`src/rtl/game_pkg.sv`:
```
// Shared game-pipeline definitions: datapath command encodings, colours and
// default geometry/timing for the wall and player blocks.
package game_pkg;

  typedef enum logic [1:0] {
    ALU_UPDATE_WALL  = 2'd0,
    ALU_DEL_WALL     = 2'd1,
    ALU_DRAW_WALL    = 2'd2,
    ALU_UPDATE_SCORE = 2'd3
  } alu_sel_e;

  localparam logic [2:0] COL_BLACK  = 3'b000;
  localparam logic [2:0] COL_WALL   = 3'b010;
  localparam logic [2:0] COL_PLAYER = 3'b110;
  localparam logic [2:0] COL_TEXT   = 3'b111;

  localparam int WALL_PIXELS_DEF = 1200;
  localparam int FRAME_DIV_DEF   = 833333;

endpackage

```
`src/rtl/frame_timer.sv`:
```
// Free-running frame divider: counts DIV-1 down to 0, ticks for one cycle at 0
// and reloads. Shared by the wall and player controllers.
module frame_timer #(
  parameter int DIV = 833333
) (
  input  logic i_clk,
  input  logic i_rst_n,
  output logic o_tick
);
  localparam int            CW     = (DIV > 1) ? $clog2(DIV) : 1;
  localparam logic [CW-1:0] RELOAD = CW'(DIV - 1);

  logic [CW-1:0] r_cnt;

  always_ff @(posedge i_clk or negedge i_rst_n) begin
    if (!i_rst_n)           r_cnt <= RELOAD;
    else if (r_cnt == '0)   r_cnt <= RELOAD;
    else                    r_cnt <= r_cnt - CW'(1);
  end

  assign o_tick = (r_cnt == '0);

endmodule

```
`src/rtl/wall_control.sv`:
```
// Wall control FSM: paces the wall per frame tick and sequences erase, move,
// redraw, collision check and score update on the wall datapath.
module wall_control
  import game_pkg::*;
#(
  parameter int FRAME_DIV   = FRAME_DIV_DEF,
  parameter int WALL_PIXELS = WALL_PIXELS_DEF,
  parameter int IDX_W       = 11
) (
  input  logic             clk,
  input  logic             resetn,
  input  logic             go,
  input  logic             collision,
  input  logic             wall_wrap,
  output logic [1:0]       alu_select,
  output logic             op_valid,
  output logic             dp_clear,
  output logic             plot,
  output logic [IDX_W-1:0] pixel_idx,
  output logic             busy,
  output logic             game_over
);
  localparam logic [3:0] S_IDLE      = 4'd0;
  localparam logic [3:0] S_INIT      = 4'd1;
  localparam logic [3:0] S_INIT_DRAW = 4'd2;
  localparam logic [3:0] S_WAIT      = 4'd3;
  localparam logic [3:0] S_DEL       = 4'd4;
  localparam logic [3:0] S_MOVE      = 4'd5;
  localparam logic [3:0] S_DRAW      = 4'd6;
  localparam logic [3:0] S_CHECK     = 4'd7;
  localparam logic [3:0] S_SCORE     = 4'd8;
  localparam logic [3:0] S_OVER      = 4'd9;

  localparam logic [IDX_W-1:0] LAST_IDX = IDX_W'(WALL_PIXELS - 1);

  logic [3:0]       r_state, w_nstate;
  logic [IDX_W-1:0] r_idx, w_nidx;
  logic             r_go_s, r_go_q, r_pend;
  logic             w_tick, w_go_rise, w_last;
  logic [1:0]       w_alu;
  logic             w_op, w_clr, w_plot, w_busy, w_over;

  frame_timer #(.DIV(FRAME_DIV)) u_timer (
    .i_clk   (clk),
    .i_rst_n (resetn),
    .o_tick  (w_tick)
  );

  assign w_go_rise = r_go_s & ~r_go_q;
  assign w_last    = (r_idx == LAST_IDX);

  always_comb begin
    w_nstate = r_state;
    w_nidx   = '0;
    case (r_state)
      S_IDLE:      if (w_go_rise) w_nstate = S_INIT;
      S_INIT:      w_nstate = S_INIT_DRAW;
      S_INIT_DRAW: if (w_last) w_nstate = S_WAIT;  else w_nidx = r_idx + IDX_W'(1);
      S_WAIT:      if (w_tick || r_pend) w_nstate = S_DEL;
      S_DEL:       if (w_last) w_nstate = S_MOVE;  else w_nidx = r_idx + IDX_W'(1);
      S_MOVE:      w_nstate = S_DRAW;
      S_DRAW:      if (w_last) w_nstate = S_CHECK; else w_nidx = r_idx + IDX_W'(1);
      S_CHECK: begin
        if (collision)      w_nstate = S_OVER;
        else if (wall_wrap) w_nstate = S_SCORE;
        else                w_nstate = S_WAIT;
      end
      S_SCORE:     w_nstate = S_WAIT;
      S_OVER:      if (w_go_rise) w_nstate = S_INIT;
      default:     w_nstate = S_IDLE;
    endcase
  end

  // Outputs are decoded from the next state so they register alongside it.
  always_comb begin
    w_alu  = ALU_UPDATE_WALL;
    w_op   = 1'b0;
    w_clr  = 1'b0;
    w_plot = 1'b0;
    case (w_nstate)
      S_INIT:              w_clr = 1'b1;
      S_INIT_DRAW, S_DRAW: begin w_alu = ALU_DRAW_WALL; w_plot = 1'b1; end
      S_DEL:               begin w_alu = ALU_DEL_WALL;  w_plot = 1'b1; end
      S_MOVE:              w_op = 1'b1;
      S_SCORE:             begin w_alu = ALU_UPDATE_SCORE; w_op = 1'b1; end
      default:             ;
    endcase
    w_busy = !(w_nstate == S_IDLE || w_nstate == S_WAIT || w_nstate == S_OVER);
    w_over = (w_nstate == S_OVER);
  end

  always_ff @(posedge clk or negedge resetn) begin
    if (!resetn) begin
      r_state    <= S_IDLE;
      r_idx      <= '0;
      r_go_s     <= 1'b0;
      r_go_q     <= 1'b0;
      r_pend     <= 1'b0;
      alu_select <= '0;
      op_valid   <= 1'b0;
      dp_clear   <= 1'b0;
      plot       <= 1'b0;
      busy       <= 1'b0;
      game_over  <= 1'b0;
    end else begin
      r_state    <= w_nstate;
      r_idx      <= w_nidx;
      r_go_s     <= go;
      r_go_q     <= r_go_s;
      alu_select <= w_alu;
      op_valid   <= w_op;
      dp_clear   <= w_clr;
      plot       <= w_plot;
      busy       <= w_busy;
      game_over  <= w_over;
      // One-deep pending tick; discarded while idle or game over.
      if (r_state == S_IDLE || r_state == S_OVER || r_state == S_WAIT) r_pend <= 1'b0;
      else if (w_tick)                                                  r_pend <= 1'b1;
    end
  end

  assign pixel_idx = r_idx;

endmodule
```
`config.mk`:
```
export PLATFORM = sky130hd
export DESIGN_NAME = wall_control
export DESIGN_NICKNAME = d
export VERILOG_FILES = /design/src/rtl/game_pkg.sv /design/src/rtl/frame_timer.sv /design/src/rtl/wall_control.sv
export SDC_FILE = /design/constraint.sdc
export NUM_CORES = 1
export LEC_CHECK = 0
export CAP_MARGIN = 20
export CORE_ASPECT_RATIO = 0.7
export CORE_MARGIN = 2
export CORE_UTILIZATION = 52
export CTS_BUF_LIST = sky130_fd_sc_hd__clkbuf_2 sky130_fd_sc_hd__clkbuf_4 sky130_fd_sc_hd__clkbuf_8
export DETAILED_ROUTE_END_ITERATION = 6
export PLACE_DENSITY_LB_ADDON = 0.15
export SYNTH_ARGS = -nofsm -noshare
export SYNTH_HDL_FRONTEND = slang
export SYNTH_SLANG_ARGS = --single-unit
```
`constraint.sdc`:
```
create_clock -name clk -period 1.8 [get_ports clk]
set_input_delay 0.36 -clock clk [delete_from_list [all_inputs] [get_ports clk]]
set_output_delay 0.36 -clock clk [all_outputs]
set_load 0.005 [all_outputs]
```
After elaboration in Yosys (flattened, before gate mapping)
Cells that the tools add are included.
- bitwise gates (word level): 2
- $add $sub $neg: 2
- equality and inequality tests: 18
- muxes and demuxes: 17
- reduce and logical (&&, ||, !) cells: 15
- operator list (cell ; number):
    $pmux 4 s9 ; 1
    $eq 4x3->1 const B ; 7
    $mux 4 ; 7
    $mux 11 ; 2
    $logic_not 20->1 ; 1
    $mux 20 ; 1
    $sub 20x1->20 const B ; 1
    $eq 4x2->1 const B ; 4
    $eq 4x4->1 const B ; 4
    $add 11x1->11 const B ; 1
    $eq 11x11->1 const B ; 1
    $eq 4x1->1 const B ; 2
    $logic_not 4->1 ; 2
    $pmux 2 s3 ; 1
    $reduce_or 2->1 ; 3
    $reduce_or 3->1 ; 2
    $logic_or 1x1->1 ; 5
    $mux 1 ; 5
    $reduce_bool 2->1 ; 1
    $and 1x1->1 ; 1
    $logic_not 1->1 ; 1
    $not 1->1 ; 1
- bits of input ports: 5
- bits in registers: 45
- output and inout port bits: 18
- word-level logic and storage cells: 66

Depth between registers and ports, before layout
Gate-level depths: netlist of the first run.
- depth after elaboration: 8
- depth in mapped cells: 7
- depth with buffers taken out: 7

By module
A second synthesis of the first run with hierarchy kept.
- cells, all modules: 215
- area, all modules: 2277.2 um2
- by module, submodules not included (module ; cells each ; area each (um2) ; times used ; sequential area each (um2)):
    wall_control ; 114 ; 1248.7 ; 1 ; 625.6
    frame_timer ; 101 ; 1028.5 ; 1 ; 514.2

Worst setup path after synthesis of the first run
OpenSTA, ideal clock, no wires.
- path kind: register to register
- from: reg u_timer.r_cnt[0]
- to: reg u_timer.r_cnt[18]
- setup slack: -0.116 ns
- arrival: 1.842 ns
- library setup time: 0.075 ns
- data required time: 1.725 ns
- buffers on the path: 0
- clock period less this slack: 1.916 ns
- stages on the path, launching flop included: 8
- cells stage by stage: dfrtp_1 -> inv_1 -> ha_1 -> nor3b_2 -> nand2_1 -> or4_1 -> nor3_1 -> xor2_1
- longest elaborated chain between the ends: 2
- elaborated cells on any way between the ends: 3
- those cells by class: add/sub: 1; mux: 1; reduce/logical: 1
- RTL lines (what ; line ; RTL):
    start, declared ; frame_timer.sv:13 ; logic [CW-1:0] r_cnt;
    start signal, assigned ; frame_timer.sv:18 ; else r_cnt <= r_cnt - CW'(1);
    $sub 20x1->20 or $logic_not 20->1 (tied branches) ; frame_timer.sv:18, frame_timer.sv:17 ;
    $mux 20 * ; frame_timer.sv:17 ; else if (r_cnt == '0) r_cnt <= RELOAD;
Mark *: on every way between the ends. The rest lies on a longest branch, timed or not.
A chain may end at the register's enable or synchronous reset.

Worst setup path after layout of the first run
- from: reg u_timer.r_cnt[3]
- to: reg u_timer.r_cnt[19]
Same word-level chain as after synthesis.

==> results.cfg, run 1 <==
[outcome]
status = finished with violations
violations = negative setup slack

[yosys]
synthTopCellsByCount = dfrtp_1, nor2_1, nand2_1
synth_area_leaders = dfrtp_1, dfstp_2, nor2_1
synth-seq-area-share = 0.5353
synth.ff_latch_count = 45
synth_fp_nets = 211
synth-edff-count = 0
netlist_area_um2 = 2130
postSynthCellCount = 204
synth.yosys.warnings = 0
synth_fa_ha_area_frac = 0.01175
synth_cell_types = 45
yosysMostFrequentCell = dfrtp_1
synth-compound-area-share = 0.07403
ys.flop_type = dfrtp_1
synth_xor_area_frac = 0.08226
synth_top_area_share = 0.3995
async_reset_ff_frac = 1.000
synth_top_area_cell = dfrtp_1
synth.avg_cell_area_um2 = 10.44
synthSimpleGateAreaFrac = 0.2644
muxShareOfSynthArea = 0.01469
synth_top_family_by_area = simple AND/OR/NAND/NOR gates

[setup_path]
critPathMaxStageDelay_ns = 0.52
r2r_slack_ns = -0.25
path_delay_family = simple AND/OR/NAND/NOR gates
r2r-end = u_timer.r_cnt[19]
worstPathArrival_ns = 2.28
slowest_stage = or4_4
end_kind = flip-flop
rr_startpoint = u_timer.r_cnt[3]
required_ns = 2.03
r2r_cells = 5
critPathBufInv = 0
worst-path-max-fanout = 4
start_kind = flip-flop
critPathKind = reg2reg
crit_path_frequent_cell = or4_4
worstPathCellList = nor4_4, nand2_2, or4_4, or4_4, a22o_1

[sta]
max_freq_ghz = 0.4881
rsz0062_at_grt = yes
finalCriticalPeriod_ns = 2.049
setup_ws_ns = -0.2487
drv_slew = 0
tightest_slew_ns = 0.5072
post-route-period-util = 1.138
finalHoldViolCount = 0
tns_ns = -1.135
finalSetupViolCount = 15
skew_ns = 0.005597
relSlewSlack = 0.6618

[floorplanning]
fp.dieH_um = 57.54
pin_count = 23
fp.coreArea_um2 = 3923
die_w_um = 80.49
num_rows = 19
dieArea_um2 = 4631
start_util = 0.5429

[global_route]
grt_first_pass_wirelength_mm = 8.542
grt_max_degree = 25
grt_remaining_overflow = 0
grt_pass1_vias = 1831
grt_usage = 0.2461
antenna_found_initial = 0

[run]
max-cap-violations = 0

[clocking]
clkTransAtPathRegs_ns = 0.08
clkSinkCount = 45
cts-root-buf = clkbuf_8
cts_tree = yes
holdBufCountCts = 0
clockBufferDepth = 2
clk_latency_ns = 0.30
cts_buffers = 5
htreeDepth = 2

[routing]
drt_iter0_markers = 116
wl_mm = 5.445
vias = 1817
drtAntennaViolNets = 0
routed_via_density = 5.523
drc_errors = 0
first_pass_iters = 4
routedWlPerCell_um = 16.55

[cells_and_area]
nets = 283
final_cell_count_no_fill = 329
multiInputGateArea_um2 = 1140
nFillCells = 253
drive_above_1_share = 0.3899
seqCellArea_um2 = 1140
areaGrowthSynthToFinish_pct = 44.77
diodes = 0

[placement]
place.gp.congestion = 0.7802
port_buffers = 22
hpwl_mm = 3.604
dp.cells = 315

[worst_hold_path]
hold_path_class = in2async

[power_and_ir_drop]
cellPowerDensity_nw_per_um2 = 604.2
p_leak_uw = 0.001361
vdd_ir_drop_max_uv = 513.5
power_uw = 1863
worst register-to-register path: stages (launching register included):
cell and delay (ns):
dfrtp_1 0.41, nor4_4 0.33, nand2_2 0.10, or4_4 0.53, or4_4 0.43, a22o_1 0.20
placed cells by master (no fill, tap or decap), types with 6 or more instances in the layout:
cell type,instances
clkbuf_8,6
dfrtp_1,34
dfstp_2,11
clkdlybuf4s50_1,21
xor2_1,12
xnor2_1,7
buf_4,44
nand2_1,12
nor2_1,24
nand3_1,7
report_power, final:
part | internal (µW) | switching [µW] | total (µW)
clock | 468 | 341 | 809
sequential | 1010 | 1.33 | 1010
combinational | 14.5 | 24.3 | 38.8
total | 1500 | 367 | 1860
sequential cells by signal, indices dropped and copies added, names as in the netlist:
signal         flops
r_pend             1
r_state            4
r_go_s             1
r_go_q             1
dp_clear           1
pixel_idx         11
game_over          1
u_timer.r_cnt     20
plot               1
op_valid           1
busy               1
alu_select         2
how the worst max path moves through the flow:
stage,startpoint,end,slack [ns],cells after the start
global placement,u_timer.r_cnt[10],u_timer.r_cnt[19],-0.13,5
CTS,u_timer.r_cnt[9],u_timer.r_cnt[19],-0.19,5
global route,u_timer.r_cnt[3],u_timer.r_cnt[19],-0.31,5
detailed placement,wall_wrap,busy,-0.22,6
floorplan,u_timer.r_cnt[10],u_timer.r_cnt[19],-0.10,5
finish,u_timer.r_cnt[3],u_timer.r_cnt[19],-0.25,5
stage by stage:
step / util / hold slack, ns / setup WS, ns / cell area [µm²]
3_3_place_gp: 0.7011 / 0.3510 / -0.1324 / 2750
3_5_place_dp: 0.7011 / 0.3524 / -0.2156 / 2750
6_report: 0.7860 / 0.01898 / -0.2487 / 3083
5_1_grt: 0.7860 / 0.04880 / -0.3136 / 3083
2_1_floorplan: - / 0.06441 / -0.1026 / 2161
4_1_cts: 0.7477 / 0.03122 / -0.1914 / 2933
metal layers:
metal	part of all wire	vias to the layer above	track usage
met1	0.43	911	0.3118
met3	0.031	11	0.05380
met4	0.017	0	0.07022
met5	0	-	0
li1	-	861	-
met2	0.52	34	0.4286
kinds of logic (layout without fill, tap and decap cells):
kind of cell               Yosys count  count (layout)
xor gates and xnor gates            20              20
muxes                                3               3
DFF                                 45              45
and+or+nand+nor                    101             101
buffers and inverters               10              83
adders and majority gates            2               2
AOI/OAI and AO/OA                   23              23
area by class of cell:
cell class	instances	share of cell area
clock buffer	7	0.02922
clock inverter	1	0.009740
inverter	5	0.006088
multi-input combinational	149	0.3697
sequential	45	0.3697
tap	52	0.02110
timing repair buffer	70	0.1944
what timing repair did:
item                       CTS  global route
setup endpoints to repair   11            35
setup buffers                3             5
gates cloned                 0             0
resized for setup           12            27
pin swaps                   14            11
Note: power is estimated with default switching activity, not from simulation.
==> run 2: changes to the inputs <==
CORE_ASPECT_RATIO = not set   (was 0.7)
SLEW_MARGIN = 10   (was not set)
==> run 2 against run 1 <==
Via count shrank 1.7%. The run still ends with negative setup slack left. Count of clock-buffer cells in the layout is 1 higher. Combinational power down 13%. Critical path depth grew 1. Die area fell by 0.17%. Design area shrank 1.9%. Total power is 7.6% lower.
==> results.cfg, run 2 (synthesis results as in run 1) <==
[outcome]
status = finished with violations
violations = negative setup slack

[worst_hold_path]
hold_path_class = in2async

[setup_path]
required_ns = 1.99
worst-path-max-fanout = 3
end_kind = flip-flop
start_kind = flip-flop
rr_startpoint = u_timer.r_cnt[4]
critPathKind = reg2reg
cp-startpoint = u_timer.r_cnt[4]
worstPathArrival_ns = 2.18

[placement]
placed_cell_area_um2 = 2720
hpwl_mm = 3.599
port_buffers = 22
place.gp.congestion = 0.7728

[sta]
setup_ws_ns = -0.1942
drv_slew = 0
rsz0062_at_grt = yes
max_freq_ghz = 0.5014
relSlewSlack = 0.6352
finalSetupViolCount = 5
post-route-period-util = 1.108
tightest_slew_ns = 0.5472
finalHoldViolCount = 0
tns_ns = -0.4116
skew_ns = 0.005938
finalCriticalPeriod_ns = 1.994

[global_route]
grt_first_pass_wirelength_mm = 8.259
grt_max_degree = 46
grt_usage = 0.2424
antenna_found_initial = 0
grt_remaining_overflow = 0
grt_pass1_vias = 1838

[clocking]
holdBufCountCts = 0
cts_tree = yes
cts-root-buf = clkbuf_8
clk_latency_ns = 0.30
clkSinkCount = 45
htreeDepth = 2
clockBufferDepth = 2
clkTransAtPathRegs_ns = 0.08
cts_buffers = 5

[cells_and_area]
regMostFlops = u_timer.r_cnt
areaGrowthSynthToFinish_pct = 42.07
multiInputGateArea_um2 = 1130
largest_reg_flops = 20
layout_common_cells = buf_4, dfrtp_1, nor2_1, clkdlybuf4s50_1
seqCellArea_um2 = 1141
drive_above_1_share = 0.3913
diodes = 0
final_common_cell = buf_4
nFillCells = 260
nets = 282
fin_area_um2 = 3025

[routing]
vias = 1786
drt_iter0_markers = 76
first_pass_iters = 4
wl_mm = 5.082
routed_via_density = 5.479
drc_errors = 0
routedWlPerCell_um = 15.59
drtAntennaViolNets = 0

[floorplanning]
num_rows = 23
start_util = 0.5362
die_w_um = 68.00
pin_count = 23
fp.coreArea_um2 = 3971
fp.dieH_um = 68.00
dieArea_um2 = 4623

[power_and_ir_drop]
p_leak_uw = 0.001317
cellPowerDensity_nw_per_um2 = 569.2
vdd_ir_drop_max_uv = 428.0

[run]
max-cap-violations = 0
-- run 2: cell count changes in the layout (fill, tap and decap cells not counted), moves of 2 or more --
| cell | delta |
|---|---|
| inv_2 | +2 |
| inv_1 | -2 |
| nor2_2 | +2 |
| nor2_1 | -3 |
| nor3_2 | -3 |
| nor3_4 | +2 |
-- run 2: worst paths after layout --
path	end	slack, ns	depth (start not counted)
hold / removal	alu_select[1]	0.13	2
min in group clk	r_go_q	0.41	0
max in group asynchronous	u_timer.r_cnt[0]	1.26	2
hold reg to reg	r_go_q	0.41	0
setup / recovery	u_timer.r_cnt[17]	-0.19	6
setup reg to reg	u_timer.r_cnt[17]	-0.19	6
-- run 2: routing by layer --
metal / part of all wire / track usage / wire length, µm
met1: 0.43 / 0.2813 / 2202
met2: 0.51 / 0.4223 / 2587
met3: 0.030 / 0.05099 / 151
met4: 0.028 / 0.1200 / 141
met5: 0 / 0 / 0
-- run 2: repair_timing --
item | 4_1_cts | 5_1_grt
resized for setup | 12 | 30
endpoints found under the setup margin | 6 | 22
setup buffers | 5 | 3
pin swaps | 7 | 7
-- run 2: metrics by stage --
stage | worst slack (ns) | hold slack, ns | cells | utilization | power (µW)
floorplan | -0.1026 | 0.06441 | 204 | - | 1038
global placement | -0.1183 | 0.3682 | 311 | 0.6849 | 1066
detailed placement | -0.2324 | 0.3942 | 311 | 0.6849 | 1069
CTS | -0.1708 | 0.1488 | 324 | 0.7338 | 1738
global route | -0.2673 | 0.1711 | 326 | 0.7618 | 1783
finish | -0.1942 | 0.1343 | 326 | 0.7618 | 1722
-- run 2: power breakdown --
part / leakage [µW] / internal [µW] / switching, µW
Sequential: 0.000554 / 1010 / 1.46
Clock: 0.0000523 / 344 / 330
Combinational: 0.000711 / 11.6 / 22.2
-- run 2: area by class of cell --
type	instances	share of cell area
repair buffers	69	0.1902
multi-input cells	149	0.3734
inverters	5	0.006203
flip-flops and latches	45	0.3772
well taps	50	0.02068
clock buffers	8	0.03226
-- run 2: worst max-delay path, cell delays in order (launching register included) --
cell	delay (ns)
dfstp_2	0.39
nor4_4	0.32
nand2_2	0.08
or4_4	0.51
buf_4	0.16
nor2_2	0.08
mux2_2	0.34
==> run 3: changes to the inputs <==
MAX_ROUTING_LAYER = met4   (was not set)
==> run 3 against run 2 <==
The run still ends with negative setup slack left. Sequential power hardly changed. Fmax barely moved. Design area is 1.1% higher. Global-route usage rose by 0.74 points.
==> results.cfg, run 3 (synthesis results as in run 1) <==
[outcome]
status = finished with violations
violations = negative setup slack

[setup_path]
path_depth = 6
end_kind = flip-flop
start_kind = flip-flop
path_delay_family = simple AND/OR/NAND/NOR gates
slowest_stage = or4_4
worstPathArrival_ns = 2.18
critPathMaxStageDelay_ns = 0.51
critPathKind = reg2reg
worst-path-max-fanout = 3
worstPathCellList = nor4_4, nand2_2, or4_4, buf_4, nor2_2, mux2_2
required_ns = 1.99
critPathBufInv = 1
r2r_cells = 6

[clocking]
cts_buffers = 5
htreeDepth = 2
cts-root-buf = clkbuf_8
cts_tree = yes
clk_latency_ns = 0.30
holdBufCountCts = 0
clkSinkCount = 45
clockBufferDepth = 2
clkTransAtPathRegs_ns = 0.08

[routing]
first_pass_iters = 4
routedWlPerCell_um = 15.61
wl_mm = 5.104
vias = 1812
drt_iter0_markers = 96
drc_errors = 0
routed_via_density = 5.541
drtAntennaViolNets = 0

[global_route]
antenna_found_initial = 0
grt_max_degree = 46
grt_first_pass_wirelength_mm = 8.273
grt_usage = 0.2497
grt_remaining_overflow = 0
grt_pass1_vias = 1836

[floorplanning]
start_util = 0.5362
num_rows = 23
pin_count = 23
dieArea_um2 = 4623
die_w_um = 68.00
fp.dieH_um = 68.00
fp.coreArea_um2 = 3971

[sta]
skew_ns = 0.006142
post-route-period-util = 1.109
finalCriticalPeriod_ns = 1.996
finalHoldViolCount = 0
relSlewSlack = 0.6343
rsz0062_at_grt = yes
tightest_slew_ns = 0.5485
setup_ws_ns = -0.1955
max_freq_ghz = 0.5011
drv_slew = 0
tns_ns = -0.4203
finalSetupViolCount = 5

[cells_and_area]
regMostFlops = u_timer.r_cnt
multiInputGateArea_um2 = 1152
diodes = 0
nets = 283
layout_common_cells = buf_4, dfrtp_1, nor2_1
seqCellArea_um2 = 1141
final_util = 0.7703
final_common_cell = buf_4
largest_reg_flops = 20
nFillCells = 241
areaGrowthSynthToFinish_pct = 43.65
drive_above_1_share = 0.3935

[worst_hold_path]
hold_path_class = in2async

[power_and_ir_drop]
cellPowerDensity_nw_per_um2 = 562.3
vdd_ir_drop_max_uv = 427.1
p_leak_uw = 0.001323

[run]
max-cap-violations = 0

[placement]
port_buffers = 22
place.gp.congestion = 0.7833
dp_worst_setup_slack_ns = -0.2324
hpwl_mm = 3.599
run 3: path summary, 6_finish.rpt:
check,start,endpoint,slack (ns)
hold / removal,resetn,r_state[1],0.13
setup reg to reg,u_timer.r_cnt[4],u_timer.r_cnt[17],-0.20
setup / recovery,u_timer.r_cnt[4],u_timer.r_cnt[17],-0.20
max in group asynchronous,resetn,u_timer.r_cnt[0],1.26
hold reg to reg,r_go_s,r_go_q,0.41
min in group clk,r_go_s,r_go_q,0.41
run 3: power breakdown:
group          internal (µW)  switching, µW  leakage [µW]
Sequential              1010           1.54      0.000554
Clock                    343            328     0.0000523
Combinational           11.6           22.6      0.000717
run 3: metal layers:
metal / global-route usage / vias to the layer above / wire [µm]
met5: - / - / 0
met4: 0.1200 / 0 / 140
met3: 0.05099 / 14 / 177
met2: 0.4223 / 41 / 2606
met1: 0.2824 / 899 / 2180
li1: - / 858 / -
run 3: final cells by class:
| class | count | area share |
|---|---|---|
| clock buffer | 8 | 0.03190 |
| multi-input combinational | 149 | 0.3767 |
| inverter | 5 | 0.006135 |
| sequential | 45 | 0.3730 |
| tap | 50 | 0.02045 |
| timing repair buffer | 70 | 0.1918 |
run 3: metrics by stage:
stage / instances / cell area (µm²) / hold WS (ns) / total power [µW]
2_1_floorplan: 204 / 2161 / 0.06441 / 1038
3_3_place_gp: 311 / 2720 / 0.3682 / 1066
3_5_place_dp: 311 / 2720 / 0.3942 / 1069
4_1_cts: 324 / 2914 / 0.1488 / 1738
5_1_grt: 327 / 3059 / 0.1712 / 1783
6_report: 327 / 3059 / 0.1342 / 1720
run 3: what timing repair did:
action | in CTS | in global routing
buffers inserted | 5 | 4
pin swaps | 7 | 6
resized for setup | 12 | 34
endpoints found under the setup margin | 6 | 23
